## src/rtl/seg7_scan_driver.sv

```systemverilog
// Multiplexed multi-digit 7-segment driver: shadow/display double buffer, one-hot digit scan.
// Latency: outputs lag the scan index by 1 cycle; a load appears at the next frame boundary + 1 cycle.
// Backpressure: none; load is accepted every cycle, enable=0 freezes the scan and blanks the pins.
module seg7_scan_driver #(
    parameter int DIGITS         = 4,
    parameter int DIV            = 1000,
    parameter bit HEX_EN         = 1'b0,
    parameter bit SEG_ACTIVE_LOW = 1'b0
) (
    input  logic                clk,
    input  logic                rst,
    input  logic                enable,
    input  logic                load,
    input  logic [4*DIGITS-1:0] digits_in,
    input  logic [DIGITS-1:0]   dp_in,
    input  logic                blank_lz,
    output logic [6:0]          seg,
    output logic                dp,
    output logic [DIGITS-1:0]   an,
    output logic                frame_done
);

    localparam int IW = (DIGITS > 1) ? $clog2(DIGITS) : 1;
    localparam int PW = (DIV > 1) ? $clog2(DIV) : 1;
    localparam logic [IW-1:0] IDX_LAST = IW'(DIGITS - 1);
    localparam logic [PW-1:0] PRE_LAST = PW'(DIV - 1);

    logic [PW-1:0]       presc;
    logic [IW-1:0]       idx;
    logic [4*DIGITS-1:0] shadow_dig;
    logic [DIGITS-1:0]   shadow_dp;
    logic                pending;
    logic [4*DIGITS-1:0] disp_dig;
    logic [DIGITS-1:0]   disp_dp;

    logic [6:0]          seg_q;
    logic                dp_q;
    logic [DIGITS-1:0]   an_q;
    logic                fd_q;

    logic                tick;
    logic                frame_end;
    logic [DIGITS-1:0]   zero_from;
    logic [3:0]          cur_nib;
    logic                cur_dp;
    logic                cur_sup;
    logic [DIGITS-1:0]   an_nxt;
    logic [6:0]          seg_nxt;

    function automatic logic [6:0] glyph(input logic [3:0] code);
        case (code)
            4'h0:    glyph = 7'b1111110;
            4'h1:    glyph = 7'b0110000;
            4'h2:    glyph = 7'b1101101;
            4'h3:    glyph = 7'b1111001;
            4'h4:    glyph = 7'b0110011;
            4'h5:    glyph = 7'b1011011;
            4'h6:    glyph = 7'b1011111;
            4'h7:    glyph = 7'b1110000;
            4'h8:    glyph = 7'b1111111;
            4'h9:    glyph = 7'b1111011;
            4'hA:    glyph = HEX_EN ? 7'b1110111 : 7'b0000000;
            4'hB:    glyph = HEX_EN ? 7'b0011111 : 7'b0000000;
            4'hC:    glyph = HEX_EN ? 7'b1001110 : 7'b0000000;
            4'hD:    glyph = HEX_EN ? 7'b0111101 : 7'b0000000;
            4'hE:    glyph = HEX_EN ? 7'b1001111 : 7'b0000000;
            default: glyph = HEX_EN ? 7'b1000111 : 7'b0000000;
        endcase
    endfunction

    // zero_from[i]: nibble i and every more significant nibble are zero
    always_comb begin : lz_scan
        logic run;
        run       = 1'b1;
        zero_from = '0;
        for (int i = DIGITS - 1; i >= 0; i--) begin
            run          = run & (disp_dig[4*i +: 4] == 4'h0);
            zero_from[i] = run;
        end
    end

    always_comb begin
        tick      = (presc == PRE_LAST);
        frame_end = tick && (idx == IDX_LAST);
        cur_nib   = 4'h0;
        cur_dp    = 1'b0;
        cur_sup   = 1'b0;
        an_nxt    = '0;
        for (int i = 0; i < DIGITS; i++) begin
            if (idx == IW'(i)) begin
                cur_nib   = disp_dig[4*i +: 4];
                cur_dp    = disp_dp[i];
                cur_sup   = zero_from[i] && (i != 0);
                an_nxt[i] = 1'b1;
            end
        end
        seg_nxt = (blank_lz && cur_sup) ? 7'b0000000 : glyph(cur_nib);
    end

    always_ff @(posedge clk) begin
        if (rst) begin
            presc      <= '0;
            idx        <= '0;
            shadow_dig <= '0;
            shadow_dp  <= '0;
            pending    <= 1'b0;
            disp_dig   <= '0;
            disp_dp    <= '0;
            seg_q      <= '0;
            dp_q       <= 1'b0;
            an_q       <= '0;
            fd_q       <= 1'b0;
        end else begin
            if (enable) begin
                presc <= tick ? '0 : presc + 1'b1;
                if (tick)
                    idx <= (idx == IDX_LAST) ? '0 : idx + 1'b1;
                if (frame_end && pending) begin
                    disp_dig <= shadow_dig;
                    disp_dp  <= shadow_dp;
                    pending  <= 1'b0;
                end
                seg_q <= seg_nxt;
                dp_q  <= cur_dp;
                an_q  <= an_nxt;
                fd_q  <= frame_end;
            end else begin
                seg_q <= '0;
                dp_q  <= 1'b0;
                an_q  <= '0;
                fd_q  <= 1'b0;
            end
            // A load coinciding with a boundary lands in shadow after the old shadow was copied out
            if (load) begin
                shadow_dig <= digits_in;
                shadow_dp  <= dp_in;
                pending    <= 1'b1;
            end
        end
    end

    assign seg        = SEG_ACTIVE_LOW ? ~seg_q : seg_q;
    assign dp         = SEG_ACTIVE_LOW ? ~dp_q : dp_q;
    assign an         = SEG_ACTIVE_LOW ? ~an_q : an_q;
    assign frame_done = fd_q;

endmodule

```

## config.mk

```make
export PLATFORM = sky130hd
export DESIGN_NAME = seg7_scan_driver
export DESIGN_NICKNAME = d
export VERILOG_FILES = /design/src/rtl/seg7_scan_driver.sv
export SDC_FILE = /design/constraint.sdc
export NUM_CORES = 1
export LEC_CHECK = 0
export BUFFER_PORTS_ARGS = -buffer_cell sky130_fd_sc_hd__buf_4
export CORE_MARGIN = 3
export CORE_UTILIZATION = 50
export CTS_CLUSTER_SIZE = 16
export DETAILED_ROUTE_END_ITERATION = 10
export HOLD_SLACK_MARGIN = 0.03
export PLACE_DENSITY_LB_ADDON = 0.25
export SETUP_SLACK_MARGIN = 0.05
export SYNTH_ARGS = -nofsm -noshare
export SYNTH_HDL_FRONTEND = slang
export SYNTH_SLANG_ARGS = --single-unit
```

## constraint.sdc

```tcl
create_clock -name clk -period 5.6 [get_ports clk]
set_input_delay 1.12 -clock clk [delete_from_list [all_inputs] [get_ports clk]]
set_output_delay 1.12 -clock clk [all_outputs]
set_load 0.005 [all_outputs]
```

### Word level (Yosys, flattened, before mapping)

Memories as Yosys holds them, arrays and structs flattened. A register that Yosys moved wholly into a read port is not among the register bits.
Cells that the tools add are included.

* $add $sub $neg: 2
* eq/ne operators: 4
* multiplexer cells: 20
* bitwise gates (word level): 3
* reduce and logical (&&, ||, !) cells: 14

Operators with widths (number)
* 4-bit 2-to-1 mux: 4
* 1-bit 2-to-1 mux: 14
* 4-bit zero test: 3
* 10-bit by 1-bit adder with 10-bit output (second input constant): 1
* 10-bit == test (second input constant): 1
* 10-bit 2-to-1 mux: 1
* 2-bit AND reduction: 3
* 2-bit == test (second input constant): 2
* 2-bit nonzero test: 2
* 1-bit logical AND: 3
* 3-bit OR reduction: 1
* 2-bit by 1-bit adder with 2-bit output (second input constant): 1
* 1-bit bitwise AND: 2
* 2-bit by 1-bit == test with 1-bit output (second input constant): 1
* 2-bit zero test: 1
* 2-bit 2-to-1 mux: 1
* 2-bit OR reduction: 1
* 1-bit NOT: 1

* bits in registers: 59
* bits in read-only memories: 112
* input bits: 25
* memories kept: 1

Memory list
* (name not given): words 16, width 7, rd ports 1, clocked after memory_dff 1, write ports 0, RTL line 51 `case (code)`

### Logic depth before layout (Yosys ltp)

* depth after elaboration: 8
* mapped depth: 11
* gate-level depth less buffers: 10

### Worst setup path before layout

OpenSTA, ideal clock, no wires.

* path type: in2reg
* from: in rst
* to: reg seg_q[1], in the netlist seg[1]
* setup time: 0.075 ns
* data arrival time: 2.054 ns
* setup slack: 3.472 ns
* stages on the path: 5
* path through: clkbuf_1 nor2b_1 o21ai_1 nand3b_1 o22ai_1

* cells in the longest elaborated chain, start to end: 1

RTL lines
* from (decl): RTL line 11 `input logic rst,`
* 3-bit OR reduction (no line)
* to (decl): RTL line 36 `logic [6:0] seg_q;`

No other way between the ends.
A chain may end at the register's enable or synchronous reset.

### Final worst setup path

* from: reg idx[0]
* to: reg disp_dig[7]

* cells in the longest elaborated chain, start to end: 4

RTL lines
* from (decl): RTL line 29 `logic [IW-1:0] idx;`
* from (signal assigned): RTL line 117 `idx <= (idx == IDX_LAST) ? '0 : idx + 1'b1;`
* 2-bit == test: RTL line 84 `frame_end = tick && (idx == IDX_LAST);`
* 1-bit logical AND: RTL line 84
* 1-bit logical AND: RTL line 118 `if (frame_end && pending) begin`
* 2-bit AND reduction (no line)
* to (signal assigned): RTL line 119 `disp_dig <= shadow_dig;`
* to (decl): RTL line 33 `logic [4*DIGITS-1:0] disp_dig;`

No other way between the ends.

==> impl_results.md <==
* Status: completed
* CTS sink cnt at 66
* CP Launch Type: register
* Commonest non-fill, non-tap cell in the layout: dfxtp_1
* Syn_nets at 343
* Initial antenna violation count at 0
* FMAX at between 300 and 400 MHz
* Maximum VDD drop at about 0.18 mV
* Clock transition at the registers of the reported paths at 0.08 ns
* Cts bufs inserted at 9
* Final hold viol count at 0
* RSZ-0062 raised after global routing: false
* Drt pass-1 iters at 4
* Vias at roughly 2.2k
* Power Density at roughly 300 mW/mm²
* Prevailing post-synth register cell: dfxtp_1
* Cell variety after synth at 42
* CP Capture Type: register
* Post-route ant nets at 0
* Crit. Startpoint: idx[0]$_SDFFE_PP0P_
* Syn avg cell area at 9.125 µm²
* Largest net degree at the start of global routing at 47
* DRC viols at 0
* N_diodes at 0
* Post-synthesis sequential element count at 66
* Final period utilization at roughly half
* Crit Path Max Fanout at 22
* Relative slew slack at between 20% and 30%
* Layout area overhead at 17.78%
* EDFF count, synth at 0
* Initial core utilization at 53.16%
* Clk buf depth at 2
* Core ar. at about 0.0053 mm²
* # hold bufs at CTS at 0
* Dpl cells at 395
* Leakage at about 1.4 nW
* Final Non-Filler Cells at 411
* Setup TNS at 0 ns
* Ys Warns at 0
* Root Driver: clkbuf_8
* Worst Path Required at roughly 5.9 ns
* Design Area, Final at 0.003299 mm²
* Synth Cell Area at 0.002801 mm²
* Drt via density at between 5 and 6
* GRT overflow at 0
* Most frequent cells in the layout: dfxtp_1, nor2_1, buf_4
* Wire per inst at 13.03 µm
* Reg2reg start: idx[0]$_SDFFE_PP0P_
* Max cap viols at 0
* Cell Area, Placed at roughly 0.0031 mm²
* Worst min-delay path class: register to register
* Final #Nets at ~370
* Asr flop ratio synth at 0%
* Hold_sp: shadow_dp[1]$_SDFFE_PP0P_
* Top-level port count at 38
* Site Rows at 26
* Critical path class: register to register
* Post-DP HPWL at 3741 µm
* Die Height at roughly 81 µm
* Final setup viols at 0
* Clock Latency Late Sink at 0.34 ns
* Clk_skew at 0.009862 ns
* Syn Inst Count at 307
* DR iter-0 viols at roughly 120
* CP arrival at about 3.1 ns
* GRT Total Usage at 18.44%
* Actual slew at the worst max-slew pin at 1.185 ns
* Die footprint at between 0.006 and 0.007 mm²
* Vias in the first global route at roughly 2k
* GP Congestion at around 0.86
* Detailed-route wire length at 5355 µm
* CTS tree: built
* Fraction of layout cells with a size suffix above 1 at around 18%
* H-tree levels at 3
* Post-CTS sizing at 0
* Period minus WS final at between 2 and 3 ns
* Fin. max-slew vios at 0
* Post-synthesis sequential area ratio at a little under half
* Post-route core utilization at 62.61%
* Chip Width at roughly 81 µm
* Post-CTS Setup Bufs at 0
* Number of buffers inserted by port buffering at 37
* Global-route wire length before repair at roughly 9300 µm
==> layout make-up <==
cell class | instances | area (µm²)
Fill cell | 485 | 1971
Multi-Input combinational cell | 213 | 1348
Sequential cell | 66 | 1321
Timing Repair Buffer | 38 | 285.3
Clock buffer | 10 | 137.6
Clock inverter | 6 | 90.09
Tap cell | 70 | 87.58
Inverter | 8 | 30.03
==> final timing paths <==
check,to,slack [ns],cells after the start
setup / recovery,disp_dig[7]$_SDFFE_PP0P_,2.74,5
hold reg to reg,disp_dp[1]$_SDFFE_PP0P_,0.45,2
setup reg to reg,disp_dig[7]$_SDFFE_PP0P_,2.74,5
hold / removal,disp_dp[1]$_SDFFE_PP0P_,0.45,2
==> metal layers <==
layer  part of all wire, %  GRT usage (%)  up-vias
met4                   1.3          9.459        0
met2                    46          27.91       41
li1                      -              -     1109
met1                    48          24.36     1014
met3                   5.0          4.435        8
met5                     0              0        -
==> synthesized netlist by cell type (all sizes together) (5+ instances only) <==
library cell	n	area [µm²]
nor2	38	142.6
a21oi	27	138.9
xor2	6	52.55
nand2	32	122.6
inv	8	30.03
ha	11	137.6
nand3b	6	45.04
dfxtp	66	1321
o21ai	24	120.1
clkbuf	7	26.28
mux2i	23	230.2
buf	13	76.32
and2	5	32.53
==> state kept, by name (all words and copies together), names as in the netlist <==
signal,count
frame_done,1
an,4
pending,1
seg,7
presc,10
disp_dp,4
disp_dig,16
shadow_dig,16
shadow_dp,4
idx,2
dp,1
==> where the power goes <==
group | switching (mW) | leakage (nW) | internal, mW
logic | 0.0218 | 0.699 | 0.0263
registers | 0.00728 | 0.538 | 0.483
clock network | 0.181 | 0.112 | 0.263
==> worst max-delay path, stage by stage (launching register included) <==
cell	delay, ns
dfxtp_1	0.40
ha_1	0.56
nand2_1	0.48
nor2_1	1.03
nand2_1	0.15
a21oi_1	0.16
==> per-stage QoR <==
stage          power, mW  setup slack (ns)  hold slack (ns)
3_3_place_gp      0.5476             2.767           0.4412
5_1_grt            1.017             2.269           0.4771
4_1_cts           0.9913             2.719           0.4584
6_report          0.9822             2.742           0.4535
2_1_floorplan     0.5269             3.472           0.4313
3_5_place_dp      0.5491             2.728           0.4467
==> logic make-up (layout without fill, tap and decap cells) <==
group,Yosys count,count (layout),share of synthesized area [%]
AND/OR/NAND/NOR,105,105,18.22
buffers and inverters,28,62,4.734
multiplexers,23,23,8.218
XOR/XNOR,9,9,2.814
flip-flops,66,66,47.16
AO/OA/AOI/OAI,65,65,13.93
adder cells (fa/ha/maj),11,11,4.913
No activity file was read; power rests on OpenSTA's default activity.
